[src/rtl/systolic_pkg.sv]
// Shared constants and FSM state encoding for the systolic feeder.
// Imported by the feeder top and its lane delay sub-module.
package systolic_pkg;

   localparam int ARRAY_DIM = 4;
   localparam int DATA_W    = 8;

   typedef enum logic [2:0] {
      IDLE  = 3'd0,
      CLEAR = 3'd1,
      FEED  = 3'd2,
      DRAIN = 3'd3,
      DONE  = 3'd4
   } state_e;

endpackage

[src/rtl/skew_delay.sv]
// Per-lane delay line of DEPTH registers with synchronous flush.
// DEPTH=0 is a plain wire so lane 0 needs no special casing.
module skew_delay #(
   parameter int DEPTH = 1,
   parameter int W     = 8
) (
   input  logic         clk,
   input  logic         rst_n,
   input  logic         clear,
   input  logic [W-1:0] d_i,
   output logic [W-1:0] q_o
);

   if (DEPTH == 0) begin : g_pass
      logic unused_ctl;
      assign unused_ctl = ^{clk, rst_n, clear};
      assign q_o = d_i;
   end else begin : g_pipe
      logic [W-1:0] pipe_q [DEPTH];

      // shift one stage per cycle; clear flushes the whole line
      always_ff @(posedge clk or negedge rst_n) begin
         if (!rst_n) begin
            for (int n = 0; n < DEPTH; n++) pipe_q[n] <= '0;
         end else if (clear) begin
            for (int n = 0; n < DEPTH; n++) pipe_q[n] <= '0;
         end else begin
            pipe_q[0] <= d_i;
            for (int n = 1; n < DEPTH; n++) pipe_q[n] <= pipe_q[n-1];
         end
      end

      assign q_o = pipe_q[DEPTH-1];
   end

endmodule

[src/rtl/systolic_feeder.sv]
// Streams K words of A/B through skewed lanes into a 4x4 PE array.
// Optional FEEDER_PERF_CNT_EN adds a per-tile busy cycle counter.
module systolic_feeder
   import systolic_pkg::*;
#(
   parameter int ADDR_W = 16
) (
   input  logic              clk,
   input  logic              rst_n,
   input  logic              start,
   input  logic              abort,
   input  logic [15:0]       k_len,
   output logic              a_ren,
   output logic              b_ren,
   output logic [ADDR_W-1:0] a_addr,
   output logic [ADDR_W-1:0] b_addr,
   input  logic [31:0]       a_rdata,
   input  logic [31:0]       b_rdata,
   output logic              pe_clear,
   output logic              pe_valid,
   output logic [7:0]        pe_a0,
   output logic [7:0]        pe_a1,
   output logic [7:0]        pe_a2,
   output logic [7:0]        pe_a3,
   output logic [7:0]        pe_b0,
   output logic [7:0]        pe_b1,
   output logic [7:0]        pe_b2,
   output logic [7:0]        pe_b3,
   output logic              busy,
   output logic              done,
   output logic [31:0]       perf_cycles
);

   state_e      state_q, state_d;
   logic [16:0] cyc_q, cyc_d;
   logic [15:0] k_q, k_d;
   logic [16:0] kx;
   logic        rvalid_q;
   logic [31:0] a_cap_q, b_cap_q;
   logic        ren;
   logic        accept;

   logic [DATA_W-1:0] a_lane [ARRAY_DIM];
   logic [DATA_W-1:0] b_lane [ARRAY_DIM];

   assign kx     = {1'b0, k_q};
   assign accept = (state_q == IDLE) && start && !abort;

   // tile sequencing; cyc counts cycles since start acceptance
   always_comb begin
      state_d = state_q;
      cyc_d   = cyc_q;
      k_d     = k_q;
      unique case (state_q)
         IDLE: begin
            if (accept) begin
               state_d = CLEAR;
               cyc_d   = 17'd1;
               k_d     = k_len;
            end
         end
         CLEAR: begin
            cyc_d = cyc_q + 17'd1;
            if (k_q == 16'd0)        state_d = DONE;
            else if (cyc_q == 17'd2) state_d = FEED;
         end
         FEED: begin
            cyc_d = cyc_q + 17'd1;
            if (cyc_q == kx + 17'd5) state_d = DRAIN;
         end
         DRAIN: begin
            cyc_d = cyc_q + 17'd1;
            if (cyc_q == kx + 17'd9) state_d = DONE;
         end
         DONE: begin
            state_d = IDLE;
            cyc_d   = '0;
         end
         default: begin
            state_d = IDLE;
            cyc_d   = '0;
         end
      endcase
      if (abort && state_q != IDLE) begin
         state_d = IDLE;
         cyc_d   = '0;
      end
   end

   // FSM and tile parameter registers
   always_ff @(posedge clk or negedge rst_n) begin
      if (!rst_n) begin
         state_q <= IDLE;
         cyc_q   <= '0;
         k_q     <= '0;
      end else begin
         state_q <= state_d;
         cyc_q   <= cyc_d;
         k_q     <= k_d;
      end
   end

   assign busy     = (state_q == CLEAR) || (state_q == FEED)
                  || (state_q == DRAIN);
   assign pe_valid = (state_q == FEED) || (state_q == DRAIN);
   assign pe_clear = (state_q == CLEAR) && (cyc_q == 17'd1);
   assign done     = (state_q == DONE);

   assign ren    = busy && (cyc_q <= kx);
   assign a_ren  = ren;
   assign b_ren  = ren;
   assign a_addr = ren ? ADDR_W'(cyc_q - 17'd1) : '0;
   assign b_addr = a_addr;

   // capture read data one cycle after the strobe; zero otherwise
   always_ff @(posedge clk or negedge rst_n) begin
      if (!rst_n) begin
         rvalid_q <= 1'b0;
         a_cap_q  <= '0;
         b_cap_q  <= '0;
      end else if (abort) begin
         rvalid_q <= 1'b0;
         a_cap_q  <= '0;
         b_cap_q  <= '0;
      end else begin
         rvalid_q <= ren;
         a_cap_q  <= rvalid_q ? a_rdata : '0;
         b_cap_q  <= rvalid_q ? b_rdata : '0;
      end
   end

   for (genvar i = 0; i < ARRAY_DIM; i++) begin : g_lane
      skew_delay #(.DEPTH(i), .W(DATA_W)) u_skew_a (
         .clk   (clk),
         .rst_n (rst_n),
         .clear (abort),
         .d_i   (a_cap_q[i*DATA_W +: DATA_W]),
         .q_o   (a_lane[i])
      );
      skew_delay #(.DEPTH(i), .W(DATA_W)) u_skew_b (
         .clk   (clk),
         .rst_n (rst_n),
         .clear (abort),
         .d_i   (b_cap_q[i*DATA_W +: DATA_W]),
         .q_o   (b_lane[i])
      );
   end

   assign pe_a0 = a_lane[0];
   assign pe_a1 = a_lane[1];
   assign pe_a2 = a_lane[2];
   assign pe_a3 = a_lane[3];
   assign pe_b0 = b_lane[0];
   assign pe_b1 = b_lane[1];
   assign pe_b2 = b_lane[2];
   assign pe_b3 = b_lane[3];

`ifdef FEEDER_PERF_CNT_EN
   logic [31:0] perf_q;

   // busy cycle count; holds after done until the next start
   always_ff @(posedge clk or negedge rst_n) begin
      if (!rst_n)                        perf_q <= '0;
      else if (abort && state_q != IDLE) perf_q <= '0;
      else if (accept)                   perf_q <= '0;
      else if (busy)                     perf_q <= perf_q + 32'd1;
   end

   assign perf_cycles = perf_q;
`else
   assign perf_cycles = '0;
`endif

endmodule

[config.mk]
export PLATFORM = sky130hd
export DESIGN_NAME = systolic_feeder
export DESIGN_NICKNAME = d
export VERILOG_FILES = /design/src/rtl/systolic_pkg.sv /design/src/rtl/skew_delay.sv /design/src/rtl/systolic_feeder.sv
export SDC_FILE = /design/constraint.sdc
export NUM_CORES = 1
export LEC_CHECK = 0
export CAP_MARGIN = 10
export CORE_MARGIN = 8
export CORE_UTILIZATION = 45
export CTS_CLUSTER_DIAMETER = 50
export CTS_CLUSTER_SIZE = 40
export DETAILED_ROUTE_END_ITERATION = 8
export GPL_ROUTABILITY_DRIVEN = 0
export HOLD_SLACK_MARGIN = 0.03
export PLACE_DENSITY = 0.76
export RECOVER_POWER = 100
export SLEW_MARGIN = 20
export SYNTH_ARGS = -nofsm -noshare
export SYNTH_HDL_FRONTEND = slang
export SYNTH_HIERARCHICAL = 1
export SYNTH_SLANG_ARGS = --single-unit
[constraint.sdc]
create_clock -name clk -period 3.1 [get_ports clk]
set_input_delay 0.62 -clock clk [delete_from_list [all_inputs] [get_ports clk]]
set_output_delay 0.62 -clock clk [all_outputs]
set_load 0.02 [all_outputs]
==> summary.txt <==
Run status
  • Status: finished with violations
  • Failing checks: capacitance limit, slew limit, setup timing

Detailed routing
  • Router iterations before antenna repair: 5
  • Max layer used: met5
  • DRT Wirelength: 22.52 mm
  • Drt wl/cell: between 15 and 20 µm
  • WL met2: 10.71 mm
  • Via count: ~6600
  • Initial DRC count: 315
  • Met1 wire length: 9.705 mm
  • DRC: 0
  • Met3 routed WL: 1.584 mm
  • Vias per cell: 4.992
  • Routed Antenna Nets: 0

Synthesis
  • Gate Count Post-Synth: around 880
  • Commonest cells post-synth: dfrtp_1 (197), buf_4 (97), and2_1 (67)
  • Async S/R FF share, synth: 100.0%
  • Seq/Total Area, Yosys: around half
  • Synth Warn #: 6
  • Synthesized flop and latch total: 197
  • Most common cell in the netlist: dfrtp_1
  • Post-synthesis compound-gate area fraction: 6.620%
  • Post-synthesis mux area share: 2.085%
  • Mapped cell area: 9602 µm²
  • Primary FF master, synth: dfrtp_1
  • Synth unique cells: between 60 and 70
  • Top cell type's share of synthesized area: 51.34%
  • XOR/XNOR Fraction of Synth Area: 3.974%
  • Syn avg cell area: 10.89 µm²
  • Largest family of logic cells by synthesized area: simple AND/OR/NAND/NOR gates
  • Number of flops mapped to enable cells by yosys: 0
  • Adder-Cell Fraction of Synth Area: 2.867%
  • Synthesized-area fraction occupied by and/or/nand/nor cells: 22.13%
  • Post-synth top area cell: dfrtp_1
  • Area contributors post-synth: dfrtp_1 (51%), buf_4 (7.6%), and2_1 (4.4%), nor2b_2 (3.8%), nor2b_1 (2.9%)

STA
  • Period minus WS final: 3.261 ns
  • Fmax: 0.3067 GHz
  • Final Max Tran Viols: 73
  • # setup viols final: 34
  • Count of final hold-check violations: 0
  • RSZ-0062 raised after global routing: true
  • Final setup skew: 0.01141 ns
  • Period utilization: 105.2%
  • Slew @ Worst Pin: roughly 1.8 ns
  • Rel. slew slack: -22.29%
  • PnR worst setup slack: -0.1606 ns

Layout
  • Net count, final: 1148
  • Fill count: 1757
  • Layout cells sized above 1: about 22%
  • N_diodes: 0
  • Multi-input logic area: 3990 µm²
  • Reg area: between 4000 and 5000 µm²
  • Area grow syn2layout: 29.18%

Place
  • Pre-CTS setup slack: -0.2708 ns
  • Port Buf Inserts: 185
  • Post-DP HPWL: between 15 and 20 mm

CTS
  • Hold_buf cts: 0
  • Skew-Pair Late Insertion Delay: 0.43 ns
  • CTS tree: yes
  • Clk buf depth: 2
  • Num CTS Buffers: 17
  • CTS clk-pin slew, worst paths: 0.08 ns
  • Htree depth: 4
  • Root buf cell: clkbuf_16
  • CTS sink count: 197

Floorplan
  • Std cell rows: between 50 and 60
  • Die W: 162.1 µm
  • Core Area: 20960 µm²
  • Chip Height: 162.1 µm
  • I/O pin total: ~220
  • Die area: 26270 µm²
  • Initial Util: 45.82%

Global routing
  • Remaining Overflow, GRT: 0
  • GRT Overall Usage: 16.86%
  • First-pass GRT wire length: 35.50 mm
  • Initial antenna violation count: 1
  • Largest net degree at the start of global routing: between 70 and 80
  • Number of global-route vias before repair: 6794

Critical path
  • Worst Path Required: ~2.5 ns
  • R2R setup slack: 0.15 ns
  • Crit path DAT: 2.64 ns
  • Cells on worst reg2reg path: 9
  • Startpoint Class: flop
  • Critical Path Fanout Max: 8
  • Setup crit end kind: primary output
  • WS Path Type: reg2out

Power and ir drop
  • Net Switching: 3564 µW
  • Part of the power in registers: a little under a third
  • Static Leak: 0.005912 µW
  • VDD IR max: between 0.6 and 0.7 mV
  • PD cells: 759.5 nW/µm²
  • Comb power frac: 44.3%
  • Switching share of total power: 37.83%
  • Power, Total: approximately 9400 µW
  • Internal power: 5857 µW
  • Clk pwr share: between 20% and 30%

Job
  • Maxcap violations: 2

Min path
  • HP Class: reg2reg
  • Worst hold path cell count: 1
[area by class of cell]
| class | instances | share of cell area, % |
|---|---|---|
| Sequential cell | 197 | 39.76 |
| Multi-Input combinational cell | 546 | 32.17 |
| Timing Repair Buffer | 258 | 19.39 |
| Clock buffer | 17 | 3.430 |
| Tap cell | 275 | 2.774 |
| Clock inverter | 15 | 1.816 |
| Inverter | 22 | 0.6658 |
[cell families after synthesis]
family / count (synthesis)
compound gates: 91
xor+xnor: 42
fa+ha+maj: 22
buf+inv: 170
flops: 197
mux: 18
other cells: 1
simple gates: 341
[per-stage QoR]
stage	utilization (%)	std cells	setup TNS [ns]	area [µm²]	hold WS (ns)
after floorplan	-	913	-0.8050	9846	0.3244
after global placement	55.55	1292	-5.950	11640	0.4348
after detailed placement	55.55	1292	-6.645	11640	0.4414
after CTS	58.40	1326	-4.706	12240	0.2119
after global routing	59.19	1330	-10.12	12400	0.4525
final	59.19	1330	-3.761	12400	0.4445
[path summary, 6_finish.rpt]
| kind | endpoint | startpoint |
|---|---|---|
| setup / recovery | b_addr[13] | k_q[1] |
| hold / removal | g_lane[3].u_skew_a/g_pipe.pipe_q[22] | a_cap_q[30] |
| setup reg to reg | state_q[0] | k_q[0] |
| hold reg to reg | g_lane[3].u_skew_a/g_pipe.pipe_q[22] | a_cap_q[30] |
| max in group asynchronous | a_cap_q[17] | rst_n |
| min in group asynchronous | cyc_q[3] | rst_n |
[placed cells by master (no fill, tap or decap), types with 6 or more instances in the layout]
master	n
and2_0	40
o21ai_0	24
clkbuf_16	19
or3_1	6
clkbuf_1	6
xor2_1	13
o21a_1	6
nand2_1	24
and2_1	27
clkinv_8	7
nor2b_1	49
and2b_2	12
dlygate4sd3_1	64
mux2_2	14
buf_6	18
xnor2_1	28
and2b_1	8
nand3_1	13
nand4_1	16
nor2_1	28
ha_1	17
nor4_1	13
a21oi_1	14
nor3_1	21
conb_1	32
clkbuf_2	6
clkdlybuf4s50_1	84
nor2b_2	37
buf_4	73
inv_1	20
nor3_4	12
dfrtp_1	196
[state kept, by name, indices dropped and copies added, names as in the netlist, 3 cells and up]
register and cells:
g_lane.u_skew_a/q_o 24, g_lane.u_skew_b/g_pipe.pipe_q 24, a_cap_q 32, k_q 16, g_lane.u_skew_b/q_o 24, state_q 3, b_cap_q 32, g_lane.u_skew_a/g_pipe.pipe_q 24
cyc_q 17
[routing by layer]
| layer | global-route usage [%] | vias to the layer above |
|---|---|---|
| met1 | 21.80 | 3186 |
| li1 | - | 3148 |
| met2 | 26.97 | 264 |
| met3 | 3.898 | 40 |
| met5 | 0 | - |
| met4 | 6.734 | 2 |
[power by group through the flow]
stage               Combinational [µW]  Sequential, µW  Clock [µW]
floorplan                         2610            2980           0
global placement                  3910            2960           0
detailed placement                3940            2970           0
CTS                               3880            2930        2390
global route                      4510            2960        2500
finish                            4170            2930        2320
[critical path, cell delays in order, from the launching register on]
cell and delay, ns:
dfrtp_1 0.41, inv_2 0.08, ha_4 0.20, nor2b_4 0.12
o21a_1 0.17, o21a_1 0.17, o21a_1 0.17, o21ai_2 0.16
a211oi_4 0.11, buf_12 0.15, buf_12 0.14, nor3_4 0.14
buf_4 0.17
[what timing repair did]
item	4_1_cts	5_1_grt
setup buffers	4	2
pin swaps	4	9
setup endpoints to repair	35	36
cloned	0	3
resized for setup	187	43
No activity file was read; power rests on OpenSTA's default activity.
